--- src/rtl/addsub_pkg.sv ---
// Shared definitions for the operand-entry sequencer in front of the
// 5-bit adder/subtractor.
//   ADDSUB_W       : operand/result width of the adder/subtractor
//   addsub_state_t : entry phases of the sequencer
//   phase_led      : maps an entry phase to the one-hot {OP,B,A} LED pattern
package addsub_pkg;

  localparam int ADDSUB_W = 5;

  typedef enum logic [2:0] {
    LOAD_A  = 3'd0,
    LOAD_B  = 3'd1,
    LOAD_OP = 3'd2,
    EXEC    = 3'd3,
    DONE    = 3'd4
  } addsub_state_t;

  // Only the three operand-entry phases light an LED; EXEC/DONE show 000.
  function automatic logic [2:0] phase_led(input addsub_state_t st);
    logic [2:0] led;
    case (st)
      LOAD_A:  led = 3'b001;
      LOAD_B:  led = 3'b010;
      LOAD_OP: led = 3'b100;
      default: led = 3'b000;
    endcase
    return led;
  endfunction

endpackage

--- src/rtl/addsub_op_loader_btn_debounce.sv ---
// Push-button conditioner: 2-flop synchroniser, stability counter and
// rising-edge pulse generator.
//   clk       : system clock
//   rst       : asynchronous, active-high reset
//   btn_raw   : raw, bouncy, active-high button
//   btn_level : accepted (debounced) button level
//   btn_pulse : one-cycle pulse on each accepted rising edge
// A clean raw rise produces btn_pulse exactly DB_CYCLES+3 cycles later:
// two synchroniser stages, DB_CYCLES of stability, one edge-detect stage.
module btn_debounce #(
  parameter int DB_CYCLES = 1000000
) (
  input  logic clk,
  input  logic rst,
  input  logic btn_raw,
  output logic btn_level,
  output logic btn_pulse
);

  // Counter only needs to reach DB_CYCLES-1 before the level flips.
  localparam int CNT_W = (DB_CYCLES > 1) ? $clog2(DB_CYCLES) : 1;
  localparam logic [CNT_W-1:0] CNT_MAX = CNT_W'(DB_CYCLES - 1);
  localparam logic [CNT_W-1:0] CNT_ONE = CNT_W'(1);

  logic             sync1_q;
  logic             sync2_q;
  logic [CNT_W-1:0] cnt_q;
  logic [CNT_W-1:0] cnt_d;
  logic             level_q;
  logic             level_d;
  logic             level_dly_q;
  logic             pulse_q;

  // Stability counter: counts consecutive cycles the synchronised level
  // differs from the accepted level; any agreement restarts the count.
  always_comb begin
    cnt_d   = cnt_q;
    level_d = level_q;
    if (sync2_q != level_q) begin
      if (cnt_q == CNT_MAX) begin
        level_d = sync2_q;
        cnt_d   = {CNT_W{1'b0}};
      end else begin
        cnt_d   = cnt_q + CNT_ONE;
      end
    end else begin
      cnt_d = {CNT_W{1'b0}};
    end
  end

  // Synchroniser, debounce state and registered edge pulse.
  always_ff @(posedge clk or posedge rst) begin
    if (rst) begin
      sync1_q     <= 1'b0;
      sync2_q     <= 1'b0;
      cnt_q       <= {CNT_W{1'b0}};
      level_q     <= 1'b0;
      level_dly_q <= 1'b0;
      pulse_q     <= 1'b0;
    end else begin
      sync1_q     <= btn_raw;
      sync2_q     <= sync1_q;
      cnt_q       <= cnt_d;
      level_q     <= level_d;
      level_dly_q <= level_q;
      pulse_q     <= level_q & ~level_dly_q;
    end
  end

  assign btn_level = level_q;
  assign btn_pulse = pulse_q;

endmodule

--- src/rtl/addsub_op_loader.sv ---
// Operand-entry sequencer for the 5-bit adder/subtractor.
// Loads A, B and the add/sub select from the slide switches, one debounced
// ENTER press per field, presents them (registered) to the external adder,
// then latches the adder's combinational S/Cout/Ov for the display stage.
//   clk, rst             : clock, asynchronous active-high reset
//   sw, sw_as            : raw operand switches, add(0)/sub(1) switch
//   btn_enter, btn_clear : raw bouncy push-buttons
//   op_a, op_b, op_as    : registered adder inputs
//   add_s/add_cout/add_ov: adder outputs (combinational, external)
//   res_s/res_cout/res_ov: latched result
//   res_valid            : one-cycle pulse while the result is being latched
//   res_ready            : high while a latched result is held (DONE)
//   state_led            : one-hot entry phase {OP,B,A}, 000 in EXEC/DONE
module addsub_op_loader
  import addsub_pkg::*;
#(
  parameter int WIDTH     = ADDSUB_W,
  parameter int DB_CYCLES = 1000000
) (
  input  logic             clk,
  input  logic             rst,
  input  logic [WIDTH-1:0] sw,
  input  logic             sw_as,
  input  logic             btn_enter,
  input  logic             btn_clear,
  output logic [WIDTH-1:0] op_a,
  output logic [WIDTH-1:0] op_b,
  output logic             op_as,
  input  logic [WIDTH-1:0] add_s,
  input  logic             add_cout,
  input  logic             add_ov,
  output logic [WIDTH-1:0] res_s,
  output logic             res_cout,
  output logic             res_ov,
  output logic             res_valid,
  output logic             res_ready,
  output logic [2:0]       state_led
);

  logic          ent_s;
  logic          clr_s;
  logic          ent_level_s;
  logic          clr_level_s;
  logic          unused_levels_s;

  addsub_state_t   state_q;
  logic [WIDTH-1:0] op_a_q;
  logic [WIDTH-1:0] op_b_q;
  logic             op_as_q;
  logic [WIDTH-1:0] res_s_q;
  logic             res_cout_q;
  logic             res_ov_q;
  logic             res_valid_q;
  logic             res_ready_q;
  logic [2:0]       state_led_q;

  btn_debounce #(.DB_CYCLES(DB_CYCLES)) u_db_enter (
    .clk       (clk),
    .rst       (rst),
    .btn_raw   (btn_enter),
    .btn_level (ent_level_s),
    .btn_pulse (ent_s)
  );

  btn_debounce #(.DB_CYCLES(DB_CYCLES)) u_db_clear (
    .clk       (clk),
    .rst       (rst),
    .btn_raw   (btn_clear),
    .btn_level (clr_level_s),
    .btn_pulse (clr_s)
  );

  // Accepted button levels are not needed by the sequencer itself.
  assign unused_levels_s = ent_level_s ^ clr_level_s;

  // Entry sequencer: state, operand registers and result latch.
  // Outputs are registered alongside the state, so state_led is always
  // written with the LED pattern of the state being entered.
  always_ff @(posedge clk or posedge rst) begin
    if (rst) begin
      state_q     <= LOAD_A;
      op_a_q      <= {WIDTH{1'b0}};
      op_b_q      <= {WIDTH{1'b0}};
      op_as_q     <= 1'b0;
      res_s_q     <= {WIDTH{1'b0}};
      res_cout_q  <= 1'b0;
      res_ov_q    <= 1'b0;
      res_valid_q <= 1'b0;
      res_ready_q <= 1'b0;
      state_led_q <= 3'b000;
    end else begin
      res_valid_q <= 1'b0;
      if (clr_s) begin
        // Clear beats a coincident enter: the enter pulse is simply dropped.
        state_q     <= LOAD_A;
        state_led_q <= phase_led(LOAD_A);
        op_a_q      <= {WIDTH{1'b0}};
        op_b_q      <= {WIDTH{1'b0}};
        op_as_q     <= 1'b0;
        res_s_q     <= {WIDTH{1'b0}};
        res_cout_q  <= 1'b0;
        res_ov_q    <= 1'b0;
        res_ready_q <= 1'b0;
      end else begin
        case (state_q)
          LOAD_A: begin
            if (ent_s) begin
              op_a_q      <= sw;
              state_q     <= LOAD_B;
              state_led_q <= phase_led(LOAD_B);
            end else begin
              state_led_q <= phase_led(LOAD_A);
            end
          end
          LOAD_B: begin
            if (ent_s) begin
              op_b_q      <= sw;
              state_q     <= LOAD_OP;
              state_led_q <= phase_led(LOAD_OP);
            end else begin
              state_led_q <= phase_led(LOAD_B);
            end
          end
          LOAD_OP: begin
            if (ent_s) begin
              // res_valid is raised now so it is high during the EXEC cycle,
              // the same cycle the adder output is sampled.
              op_as_q     <= sw_as;
              state_q     <= EXEC;
              state_led_q <= phase_led(EXEC);
              res_valid_q <= 1'b1;
            end else begin
              state_led_q <= phase_led(LOAD_OP);
            end
          end
          EXEC: begin
            // op_* have been stable for the whole EXEC cycle.
            res_s_q     <= add_s;
            res_cout_q  <= add_cout;
            res_ov_q    <= add_ov;
            res_ready_q <= 1'b1;
            state_q     <= DONE;
            state_led_q <= phase_led(DONE);
          end
          DONE: begin
            if (ent_s) begin
              // Operands and result stay visible until overwritten.
              res_ready_q <= 1'b0;
              state_q     <= LOAD_A;
              state_led_q <= phase_led(LOAD_A);
            end else begin
              state_led_q <= phase_led(DONE);
            end
          end
          default: begin
            // Illegal encoding: restart the entry sequence.
            res_ready_q <= 1'b0;
            state_q     <= LOAD_A;
            state_led_q <= phase_led(LOAD_A);
          end
        endcase
      end
    end
  end

  assign op_a      = op_a_q;
  assign op_b      = op_b_q;
  assign op_as     = op_as_q;
  assign res_s     = res_s_q;
  assign res_cout  = res_cout_q;
  assign res_ov    = res_ov_q;
  assign res_valid = res_valid_q;
  assign res_ready = res_ready_q;
  assign state_led = state_led_q;

endmodule

--- config.mk ---
export PLATFORM = sky130hd
export DESIGN_NAME = addsub_op_loader
export DESIGN_NICKNAME = d
export VERILOG_FILES = /design/src/rtl/addsub_pkg.sv /design/src/rtl/addsub_op_loader_btn_debounce.sv /design/src/rtl/addsub_op_loader.sv
export SDC_FILE = /design/constraint.sdc
export NUM_CORES = 1
export LEC_CHECK = 0
export CAP_MARGIN = 15
export CORE_MARGIN = 3
export CORE_UTILIZATION = 25
export CTS_CLUSTER_SIZE = 40
export DETAILED_ROUTE_END_ITERATION = 10
export HOLD_SLACK_MARGIN = 0.06
export PLACE_DENSITY = 0.54
export SLEW_MARGIN = 5
export SYNTH_ARGS = -nofsm -noshare
export SYNTH_HDL_FRONTEND = slang
export SYNTH_SLANG_ARGS = --single-unit
--- constraint.sdc ---
create_clock -name clk -period 2.36 [get_ports clk]
set_clock_uncertainty 0.2 [all_clocks]
set_input_delay 0.472 -clock clk [delete_from_list [all_inputs] [get_ports clk]]
set_output_delay 0.472 -clock clk [all_outputs]
set_load 0.01 [all_outputs]
# After elaboration in Yosys (flattened, before gate mapping)
# Cells that the tools add are included.
word_totals:
  output_inout_bits: 23
  word_cells: 91
  regBits: 76
  inputBits: 17
op_classes:
  reduce_logical: 14
  add_sub_neg: 2
  eq_ne: 13
  bitwise_logic: 4
  n_mux: 36
ops:
  columns: ["op", "n"]
  rows:
  - ["$mux 20", 4]
  - ["$add 20x1->20 const B", 2]
  - ["$eq 20x20->1 const B", 2]
  - ["$mux 5", 7]
  - ["$pmux 3 s5", 2]
  - ["$mux 3", 8]
  - ["$mux 1", 13]
  - ["$ne 3x1->1 const B", 4]
  - ["$reduce_and 2->1", 6]
  - ["$reduce_bool 2->1", 5]
  - ["$eq 3x2->1 const B", 2]
  - ["$reduce_and 4->1", 1]
  - ["$eq 3x1->1 const B", 1]
  - ["$eq 3x3->1 const B", 1]
  - ["$logic_not 3->1", 1]
  - ["$pmux 1 s3", 1]
  - ["$reduce_or 3->1", 1]
  - ["$and 1x1->1", 2]
  - ["$mux 2", 1]
  - ["$ne 1x1->1", 2]
  - ["$ne 2x1->1 const B", 1]
  - ["$not 1->1", 2]

# Depth between registers and ports, before layout
depth:
  depth_word: 4
  ltp_mapped: 6
  mapped_depth_nobuf: 5

# Cells and area by module
# From an unflattened synthesis, not the netlist that was laid out.
unflattened:
  hier_cells: 339
  hier_area_um2: 3590.9
modules_own_cells:
  columns: ["mod", "cells_each", "area_per_inst_um2", "instances", "seq_area_each_um2"]
  rows:
  - ["btn_debounce", 114, 1168.6, 2, 625.6]
  - ["addsub_op_loader", 111, 1253.7, 1, 650.6]

# Least setup slack after synthesis
# No wires, ideal clock.
synth_timing:
  path_type: "reg2reg"
  startpoint: "register u_db_enter.cnt_q[16]"
  endpoint: "register u_db_enter.cnt_q[11]"
  setup_time_ps: 119
  path_stages_with_launch: 6
  synth_period_minus_slack_ps: 1942
  setup_slack_ps: 418
  arrival_ps: 1624
  path_buffers: 1
  path_cell_list: "dfrtp_1 -> nand3_1 -> or4b_4 -> o31ai_4 -> buf_4 -> nor2_1"
synth_via:
  elab_chain_len: 3
synth_rtl:
  columns: ["item", "line", "source"]
  rows:
  - ["from (decl)", "addsub_op_loader_btn_debounce.sv:27", "logic [CNT_W-1:0] cnt_q;"]
  - ["from (signal assigned)", "addsub_op_loader_btn_debounce.sv:56", "cnt_q <= {CNT_W{1'b0}};"]
  - ["from (signal assigned)", "addsub_op_loader_btn_debounce.sv:63", "cnt_q <= cnt_d;"]
  - ["$eq 20x20->1", "addsub_op_loader_btn_debounce.sv:40", "if (cnt_q == CNT_MAX) begin"]
  - ["$mux 20", "addsub_op_loader_btn_debounce.sv:40", null]
  - ["$mux 20", "addsub_op_loader_btn_debounce.sv:39", "if (sync2_q != level_q) begin"]
  - ["via u_db_enter.cnt_d[11]", "addsub_op_loader_btn_debounce.sv:28", "logic [CNT_W-1:0] cnt_d;"]
# The timed path passes the listed nets, and every way through them passes these cells.
# A chain may end at the register's enable or synchronous reset.

# Worst setup path in the final report
layout_timing:
  startpoint: "register u_db_clear.cnt_q[6]"
  endpoint: "register u_db_clear.cnt_q[18]"
layout_via:
  elab_chain_len: 3
layout_rtl:
  columns: ["item", "line"]
  rows:
  - ["from (decl)", "addsub_op_loader_btn_debounce.sv:27"]
  - ["from (signal assigned)", "addsub_op_loader_btn_debounce.sv:56"]
  - ["from (signal assigned)", "addsub_op_loader_btn_debounce.sv:63"]
  - ["$add 20x1->20 / $eq 20x20->1 (equally long branches)", "addsub_op_loader_btn_debounce.sv:44, addsub_op_loader_btn_debounce.sv:40"]
  - ["$mux 20 *", "addsub_op_loader_btn_debounce.sv:40"]
  - ["$mux 20 *", "addsub_op_loader_btn_debounce.sv:39"]
  - ["via u_db_clear.cnt_d[18]", "addsub_op_loader_btn_debounce.sv:28"]
# The timed path passes the listed nets; every way through them passes the cells marked *.

==> impl_metrics.env <==
export IMPL_status="complete, no violations"
export IMPL_worstHoldEndpoint="u_db_clear.sync2_q"
export IMPL_area_delta_synth_final_pct=28.61
export IMPL_antenna_found_initial=0
export IMPL_cts_max_level=3
export IMPL_rsz0062_at_grt="no"
export IMPL_muxShareOfSynthArea_pct=5.919
export IMPL_setup_violations=0
export IMPL_p_sw_share_pct=21.42
export IMPL_tns_ps=0
export IMPL_die_height_um=123.0
export IMPL_yosysSeqAreaShare_pct=55.54
export IMPL_cts_root_buf="clkbuf_16"
export IMPL_ant_nets=0
export IMPL_slew_viol_final=0
export IMPL_layout_drive_gt1_share_pct=10.16
export IMPL_tightest_slew_ps=618.1
export IMPL_clkLatencyLatePin_ps=330
export IMPL_rows=42
export IMPL_viasPerCell=4.491
export IMPL_post_cts_buffers=0
export IMPL_numCtsBuffers=9
export IMPL_synth_avg_cell_area_um2=10.64
export IMPL_overflow=0
export IMPL_cpMostUsedCell="or4_1"
export IMPL_gp_congestion=0.8345
export IMPL_seq_power_share_pct=45.4
export IMPL_fillers=1345
export IMPL_yosys_cell_types_count=36
export IMPL_period_needed_ps=2029
export IMPL_synth_top_family_by_area="simple AND/OR/NAND/NOR gates"
export IMPL_ios=40
export IMPL_grt_pass1_vias=2499
export IMPL_maxCapViolations=0
export IMPL_wire_per_inst_um=12.47
export IMPL_die_w_um=123.0
export IMPL_synth_xor_area_share_pct=8.440
export IMPL_drtIter0Drc=169
export IMPL_clock_sinks=76
export IMPL_synth_nets=341
export IMPL_synth_area_mm2=0.003425
export IMPL_clk_pin_slew_ps=60
export IMPL_yosys_warnings=0
export IMPL_synth_simple_gate_area_share_pct=22.47
export IMPL_rrSetupSlack_ps=330
export IMPL_p_leak_nw=1.831
export IMPL_synth_fa_ha_area_share_pct=0.7307
export IMPL_crit_path_start_kind="flop"
export IMPL_synth_seq_cells=76
export IMPL_max_slew_margin_pct=58.57
export IMPL_cp_required_ps=2410
export IMPL_p_int_mw=2.312
export IMPL_io_buffer_count=39
export IMPL_hold_viol=0
export IMPL_clock_fmax_ghz=0.4929
export IMPL_cp_max_fo=7
export IMPL_vias=2470
export IMPL_wl_mm=6.858
export IMPL_synth_compound_area_share_pct=4.056
export IMPL_timing_critical_path_cells="nand4_2, or4_1, or4_1, a21oi_1"
export IMPL_fin_util_pct=33.13
export IMPL_endpoint_kind="flop"
export IMPL_drc=0
export IMPL_powerDensity_mw_per_mm2=668.0
export IMPL_ir_drop_mv=0.3397
export IMPL_power_frac_comb_pct=4.1
export IMPL_critPathArrivalTime_ps=2080
export IMPL_post_route_period_util_pct=85.97
export IMPL_clock_path_buffers=2
export IMPL_netlist_instances=322
export IMPL_reg2reg_to="u_db_clear.cnt_q[18]"
export IMPL_ff2ff_path_depth=4
export IMPL_clkPwrFrac_pct=50.5
export IMPL_initial_core_util_pct=25.76
export IMPL_ctsHoldBuffers=0
export IMPL_cpPeakStageDelay_ps=550
export IMPL_hold_start="u_db_clear.sync1_q"
export IMPL_grt_pass1_wl_mm=11.92
export IMPL_nets=388
export IMPL_grt_max_degree=30
export IMPL_die_area_mm2=0.01514
export IMPL_diodes=0
export IMPL_drt_pass1_iter_count=4
export IMPL_globalRouteTotalUtil_pct=9.813
export IMPL_core_area_mm2=0.01330
export IMPL_min_path_type="reg2reg"
export IMPL_post_cts_resized=0
export IMPL_p_switching_mw=0.6301
export IMPL_slowest_stage="or4_1"
export IMPL_whs_path_depth=0
export IMPL_r2r_start="u_db_clear.cnt_q[6]"
export IMPL_crit_type="reg2reg"
export IMPL_cts_tree="built"
export IMPL_dp_hpwl_mm=4.819
==> how the worst max path moves through the flow <==
stage | endpoint | slack [ps] | cells after the start | startpoint
floorplan | u_db_enter.cnt_q[11] | 420 | 5 | u_db_enter.cnt_q[16]
global placement | u_db_enter.btn_level | 360 | 4 | u_db_enter.cnt_q[16]
detailed placement | u_db_enter.btn_level | 320 | 4 | u_db_enter.cnt_q[16]
CTS | u_db_enter.btn_level | 320 | 4 | u_db_enter.cnt_q[16]
global route | u_db_clear.cnt_q[18] | 170 | 4 | u_db_clear.cnt_q[6]
finish | u_db_clear.cnt_q[18] | 330 | 4 | u_db_clear.cnt_q[6]
==> final cells by class <==
class	count	area (um2)	area share, %
clock inverters	7	98.84	2.244
clock buffers	9	225.2	5.114
inverters	13	52.55	1.193
flip-flops and latches	76	1902	43.18
well taps	176	220.2	5.000
multi-input cells	222	1430	32.47
repair buffers	47	475.5	10.80
==> registers in the layout (all words and copies together), names as in the netlist, 3 cells and up <==
register / count
state_led: 3
u_db_clear.cnt_q: 20
op_a: 5
u_db_enter.cnt_q: 20
op_b: 5
state_q: 3
res_s: 5
==> power groups by stage <==
stage | clock network, mW | registers [mW] | logic [mW]
2_1_floorplan | 0 | 1.36 | 0.0543
3_3_place_gp | 0 | 1.36 | 0.124
3_5_place_dp | 0 | 1.36 | 0.125
4_1_cts | 1.53 | 1.34 | 0.126
5_1_grt | 1.60 | 1.34 | 0.139
6_report | 1.49 | 1.34 | 0.121
==> worst max-delay path: cells and delay by family (launching register included) <==
| kind | cells | cell delay [ps] |
|---|---|---|
| flops | 1 | 460 |
| simple gates | 3 | 1150 |
| compound gates | 1 | 150 |
==> routing by layer <==
layer  track usage, %  up-vias  wire length [um]
met3            2.608        7               289
met1            13.42     1206              3367
li1                 -     1212                 -
met2            14.93       45              3115
met5                0        -                 0
met4            3.668        0                86
==> placed cells by master, fill, tap and decap left out, types with 9 or more instances in the layout <==
cell type,instances
a21oi_1,12
clkbuf_16,9
clkdlybuf4s50_1,39
dfrtp_1,76
inv_1,12
mux2i_1,18
nand2_1,10
nand3_1,18
nand4_1,10
nor2_1,56
nor3_1,9
nor4_1,9
xnor2_1,19
xor2_1,14
==> synthesized netlist by cell type <==
| cell | n | share of area, % |
|---|---|---|
| a21o_1 | 1 | 0.22 |
| a21oi_1 | 12 | 1.8 |
| and2_1 | 2 | 0.37 |
| and3_1 | 2 | 0.37 |
| and4_1 | 2 | 0.51 |
| buf_2 | 3 | 0.44 |
| buf_4 | 1 | 0.22 |
| clkbuf_1 | 7 | 0.77 |
| dfrtp_1 | 76 | 56 |
| ha_1 | 2 | 0.73 |
| inv_1 | 13 | 1.4 |
| mux2_2 | 2 | 0.66 |
| mux2i_1 | 18 | 5.3 |
| nand2_1 | 10 | 1.1 |
| nand2b_1 | 2 | 0.37 |
| nand3_1 | 18 | 2.6 |
| nand4_1 | 10 | 1.8 |
| nand4_2 | 1 | 0.37 |
| nand4_4 | 1 | 0.62 |
| nand4b_1 | 1 | 0.26 |
| nor2_1 | 56 | 6.1 |
| nor2b_1 | 3 | 0.55 |
| nor3_1 | 9 | 1.3 |
| nor3_2 | 2 | 0.58 |
| nor4_1 | 9 | 1.6 |
| nor4_2 | 1 | 0.37 |
| nor4b_1 | 2 | 0.51 |
| o21ai_0 | 4 | 0.58 |
| o31ai_1 | 4 | 0.88 |
| o31ai_4 | 1 | 0.62 |
| or2_2 | 3 | 0.55 |
| or3_1 | 5 | 0.91 |
| or4_1 | 5 | 1.1 |
| or4b_4 | 1 | 0.40 |
| xnor2_1 | 19 | 4.9 |
| xor2_1 | 14 | 3.6 |
==> logic make-up (layout without fill, tap and decap cells) <==
group,count (synthesis),in the layout
buf+inv,24,76
mux,20,20
compound gates,22,22
fa+ha+maj,2,2
simple gates,145,145
xor+xnor,33,33
flops,76,76
==> stage by stage <==
step	std cells	cell area [um2]	power [mW]	worst slack [ps]	hold slack, ps
6_report	550	4404	2.942	331.2	149.9
3_5_place_dp	534	4080	1.485	322.0	139.4
5_1_grt	550	4404	3.072	172.7	169.8
2_1_floorplan	322	3428	1.414	417.7	131.2
4_1_cts	550	4404	2.988	315.2	153.0
3_3_place_gp	534	4080	1.483	357.3	138.8
Note: power is estimated with default switching activity, not from simulation.
